<file path="src/rtl/inst_fetch.sv">
// inst_fetch -- instruction fetch sequencer for the 4-bit core.
//
// This block fetches an opcode nibble from program memory over a REQ/ACK
// handshake. It presents the opcode to the decoder on D and pulses LATCH.
// It then reads back the decoder's JMP/LDD flags and, when either is set,
// fetches the operand nibbles. For a jump, the AW/4 operand nibbles are
// assembled MS nibble first into a new PC. For a load-immediate, the single
// operand nibble is presented on IMM together with a one-cycle IMM_VLD pulse.
//
// Ports
//   CLK       in   clock; all state changes on the rising edge
//   RST       in   synchronous reset, active low
//   HOLD      in   core stall; only looked at while idle
//   MEM_ACK   in   memory acknowledge; MEM_DATA is valid in the same cycle
//   MEM_DATA  in   program nibble from memory
//   JMP, LDD  in   decoder outputs for the currently latched opcode
//   ADDR      out  program memory address (always the PC)
//   MEM_REQ   out  memory request; held until MEM_ACK
//   D         out  opcode nibble to the decoder; holds between fetches
//   LATCH     out  one-cycle strobe; decoder captures D at the end of it
//   IMM       out  load-immediate nibble
//   IMM_VLD   out  one-cycle pulse when IMM is updated
//   PC        out  program counter
module inst_fetch #(
  parameter int            AW       = 12,
  parameter logic [AW-1:0] RESET_PC = '0
) (
  input  logic          CLK,
  input  logic          RST,
  input  logic          HOLD,
  input  logic          MEM_ACK,
  input  logic [3:0]    MEM_DATA,
  input  logic          JMP,
  input  logic          LDD,
  output logic [AW-1:0] ADDR,
  output logic          MEM_REQ,
  output logic [3:0]    D,
  output logic          LATCH,
  output logic [3:0]    IMM,
  output logic          IMM_VLD,
  output logic [AW-1:0] PC
);

  localparam int CW = $clog2(AW/4 + 1);

  localparam logic [2:0] S_IDLE  = 3'd0;
  localparam logic [2:0] S_FETCH = 3'd1;
  localparam logic [2:0] S_ISSUE = 3'd2;
  localparam logic [2:0] S_CHECK = 3'd3;
  localparam logic [2:0] S_ARG   = 3'd4;

  logic [2:0]    state_q, state_d;
  logic [AW-1:0] pc_q, pc_d;
  logic [AW-1:0] target_q, target_d;
  logic [CW-1:0] cnt_q, cnt_d;
  logic          is_jmp_q, is_jmp_d;
  logic          req_q, req_d;
  logic [3:0]    d_q, d_d;
  logic          latch_q, latch_d;
  logic [3:0]    imm_q, imm_d;
  logic          imm_vld_q, imm_vld_d;

  // Target with the incoming nibble shifted in at the bottom; the top nibble
  // falls off, so after AW/4 nibbles the first one received is the MS nibble.
  logic [AW+3:0] tgt_wide;
  logic [AW-1:0] tgt_next;
  logic          ack;

  assign tgt_wide = {target_q, MEM_DATA};
  assign tgt_next = tgt_wide[AW-1:0];
  // An acknowledge only counts while a request is outstanding.
  assign ack      = MEM_ACK && req_q;

  always_comb begin
    state_d   = state_q;
    pc_d      = pc_q;
    target_d  = target_q;
    cnt_d     = cnt_q;
    is_jmp_d  = is_jmp_q;
    req_d     = req_q;
    d_d       = d_q;
    imm_d     = imm_q;
    latch_d   = 1'b0;
    imm_vld_d = 1'b0;
    case (state_q)
      S_IDLE: begin
        if (!HOLD) begin
          req_d   = 1'b1;
          state_d = S_FETCH;
        end
      end
      S_FETCH: begin
        if (ack) begin
          d_d     = MEM_DATA;
          pc_d    = pc_q + AW'(1);
          req_d   = 1'b0;
          latch_d = 1'b1;
          state_d = S_ISSUE;
        end
      end
      S_ISSUE: state_d = S_CHECK;
      S_CHECK: begin
        // JMP wins when the decoder flags both.
        if (JMP) begin
          is_jmp_d = 1'b1;
          cnt_d    = CW'(AW/4);
          target_d = '0;
          req_d    = 1'b1;
          state_d  = S_ARG;
        end else if (LDD) begin
          is_jmp_d = 1'b0;
          cnt_d    = CW'(1);
          req_d    = 1'b1;
          state_d  = S_ARG;
        end else begin
          state_d  = S_IDLE;
        end
      end
      S_ARG: begin
        if (ack) begin
          cnt_d = cnt_q - CW'(1);
          pc_d  = pc_q + AW'(1);
          if (is_jmp_q) target_d = tgt_next;
          if (cnt_q == CW'(1)) begin
            req_d   = 1'b0;
            state_d = S_IDLE;
            if (is_jmp_q) begin
              pc_d = tgt_next;
            end else begin
              imm_d     = MEM_DATA;
              imm_vld_d = 1'b1;
            end
          end
        end
      end
      default: state_d = S_IDLE;
    endcase
  end

  always_ff @(posedge CLK) begin
    if (!RST) begin
      state_q   <= S_IDLE;
      pc_q      <= RESET_PC;
      target_q  <= '0;
      cnt_q     <= '0;
      is_jmp_q  <= 1'b0;
      req_q     <= 1'b0;
      d_q       <= 4'h0;
      latch_q   <= 1'b0;
      imm_q     <= 4'h0;
      imm_vld_q <= 1'b0;
    end else begin
      state_q   <= state_d;
      pc_q      <= pc_d;
      target_q  <= target_d;
      cnt_q     <= cnt_d;
      is_jmp_q  <= is_jmp_d;
      req_q     <= req_d;
      d_q       <= d_d;
      latch_q   <= latch_d;
      imm_q     <= imm_d;
      imm_vld_q <= imm_vld_d;
    end
  end

  assign ADDR    = pc_q;
  assign PC      = pc_q;
  assign MEM_REQ = req_q;
  assign D       = d_q;
  assign LATCH   = latch_q;
  assign IMM     = imm_q;
  assign IMM_VLD = imm_vld_q;

endmodule

</file>
<file path="config.mk">
export PLATFORM = sky130hd
export DESIGN_NAME = inst_fetch
export DESIGN_NICKNAME = d
export VERILOG_FILES = /design/src/rtl/inst_fetch.sv
export SDC_FILE = /design/constraint.sdc
export NUM_CORES = 1
export LEC_CHECK = 0
export ABC_AREA = 1
export CELL_PAD_IN_SITES_DETAIL_PLACEMENT = 0
export CELL_PAD_IN_SITES_GLOBAL_PLACEMENT = 2
export CORE_MARGIN = 4
export CORE_UTILIZATION = 30
export CTS_CLUSTER_SIZE = 14
export DETAILED_ROUTE_END_ITERATION = 10
export HOLD_SLACK_MARGIN = 0.03
export PLACE_DENSITY_LB_ADDON = 0.1
export SLEW_MARGIN = 20
export SYNTH_ARGS = -nofsm -noshare
export SYNTH_HDL_FRONTEND = slang
export SYNTH_SLANG_ARGS = --single-unit
</file>
<file path="constraint.sdc">
create_clock -name CLK -period 2.2 [get_ports CLK]
set_input_delay 0.33 -clock CLK [delete_from_list [all_inputs] [get_ports CLK]]
set_output_delay 0.33 -clock CLK [all_outputs]
set_load 0.1 [all_outputs]
</file>
==> flow_summary.ini <==
[global_route]
grt_pass1_vias = 1793
overflow = 0
grt_pass1_wl_mm = 9.163
antenna_found_initial = 0
grt_usage = 0.1390
grt_max_degree = 17

[hold_path]
hp-class = flop to flop
min_from = target_q[4]$_SDFFE_PN0P_

[clocking]
clk_pin_slew_ps = 80
cts_made_buffers = 5
worstSkewPairLatency_ps = 300
post_cts_resized = 0
cts_sinks = 37
cts_setup_buffers = 0
cts_root_buffer = clkbuf_8
cts_tree = done
htreeDepth = 2
cts_hold_buf = 0
cts_max_path_buffers = 2

[worst_setup_path]
cp.required_ps = 2440
path_max_fanout = 16
path_class = flop to flop
end_kind = flop
start_kind = flop
crit_start = cnt_q[0]$_SDFFE_PN0P_
crit_arrival_ps = 1820
r2r-start = cnt_q[0]$_SDFFE_PN0P_

[die]
die_area_mm2 = 0.008067
die_y_um = 89.82
core-area_mm2 = 0.006422
initial_core_util = 0.3127
rows = 29
io_pins = 45
die_w_um = 89.82

[layout]
syn_to_final_growth_pct = 22.18
drive_gt1_frac = 0.2532
most-common-layout-cells = nand2_1, buf_4, dfxtp_1, nor2_1
final_common_cell = nand2_1
num-nets-final = 323
num_antenna_cells = 0

[sta]
fin_crit_ps = 1588
setup_viol = 0
rsz0062_at_grt = false
min_period_over_period = 0.7216
skew_ps = 2.231
max_freq_mhz = 629.9
layout_setup_ws_ps = 612.4
slew_viol_final = 0
tns_ps = 0
max-slew-margin-rel = 0.6683
worstMarginPinSlew_ps = 497.0
final_hold_viol_count = 0

[run]
maxCapViolCount = 0

[detailed_routing]
drtIter0Drc = 70
drc_errors = 0
via_per_inst = 4.776
wl_per_cell_um = 13.91
ant_nets = 0
vias = 1858
drt-total-wl_mm = 5.411
dr.pass1.iters = 4

[power]
power_density_mw_per_mm2 = 804.0
p_leak_nw = 1.042
peakVddDrop_mv = 0.3207

[synth]
ys_seq_area_frac = 0.3688
synth_warnings = 0
synth.net_count = 288
syn_avg_cell_area_um2 = 7.276
syn-cell-area_mm2 = 0.002008
synthCells = 276
synthDistinctLibCells = 33
synth_seq_cells = 37

[placement]
dpl_worst_slack_ps = 424.3
dpl.hpwl_mm = 3.998
gp_congestion = 0.7613
port_buffers = 44

[run_status]
outcome = finished clean
[synthesized netlist by cell type (all sizes together)]
master / number / area, um2
a211oi: 1 / 7.510
a21oi: 28 / 166.4
a31oi: 1 / 6.260
and2: 1 / 6.260
buf: 17 / 138.9
clkbuf: 2 / 7.510
dfxtp: 37 / 740.7
ha: 2 / 25.02
inv: 27 / 106.4
nand2: 65 / 294.0
nand3: 24 / 130.1
nand3b: 2 / 15.01
nand4: 4 / 31.28
nor2: 37 / 161.4
nor3: 1 / 16.27
o211ai: 2 / 20.02
o21ai: 23 / 118.9
o31ai: 1 / 7.510
xnor2: 1 / 8.760
[final cells by class]
class	count	area, um2
Inverter	27	106.4
Clock buffer	6	82.58
Clock inverter	2	37.54
Multi-Input combinational cell	193	1015
Timing Repair Buffer	47	375.4
Tap cell	77	96.34
Fill cell	719	3969
Sequential cell	37	740.7
[critical path, cell delays in order (launching register included)]
cell      delay [ps]
dfxtp_1          360
ha_1             220
nand4_2          420
o21ai_0          280
o211ai_2         120
a21oi_2          120
[metrics by stage]
stage	util	std cells	power, mW	cell area [um2]	hold slack, ps
4_1_cts	0.3820	389	1.995	2454	468.1
5_1_grt	0.3820	389	2.065	2454	491.9
6_report	0.3820	389	1.973	2454	465.3
2_1_floorplan	-	276	1.233	2008	429.1
3_5_place_dp	0.3633	381	1.350	2333	455.0
3_3_place_gp	0.3633	381	1.355	2333	453.8
[metal layers]
metal	wire length [um]	vias up	GRT usage
met5	0	-	0
met4	76	0	0.04598
met3	237	8	0.03840
li1	-	959	-
met2	2176	38	0.1955
met1	2921	853	0.2030
[cell families (layout without fill, tap and decap cells)]
group,count (synthesis),in the layout,synth area share
adder cells (fa/ha/maj),2,2,0.01246
AND/OR/NAND/NOR,134,134,0.3259
buffers and inverters,46,82,0.1259
flip-flops,37,37,0.3688
XOR/XNOR,1,1,0.004362
AO/OA/AOI/OAI,56,56,0.1626
[final timing paths]
kind | endpoint | slack, ps | cells after the start
setup reg to reg | ADDR[2]$_SDFFE_PN0P_ | 610 | 5
setup / recovery | ADDR[2]$_SDFFE_PN0P_ | 610 | 5
hold reg to reg | target_q[4]$_SDFFE_PN0P_ | 470 | 2
hold / removal | target_q[4]$_SDFFE_PN0P_ | 470 | 2
[registers in the layout (all words and copies together) (netlist names)]
signal	cells
ADDR	12
D	4
IMM	4
IMM_VLD	1
LATCH	1
MEM_REQ	1
cnt_q	2
is_jmp_q	1
state_q	3
target_q	8
[power breakdown]
| group | leakage, nW | total (mW) | internal (mW) | switching, mW |
|---|---|---|---|---|
| clock network | 0.0574 | 0.640 | 0.369 | 0.271 |
| logic | 0.685 | 0.567 | 0.150 | 0.417 |
| registers | 0.299 | 0.766 | 0.713 | 0.0533 |
| total | 1.04 | 1.97 | 1.23 | 0.741 |
(Power assumes the default switching activity.)
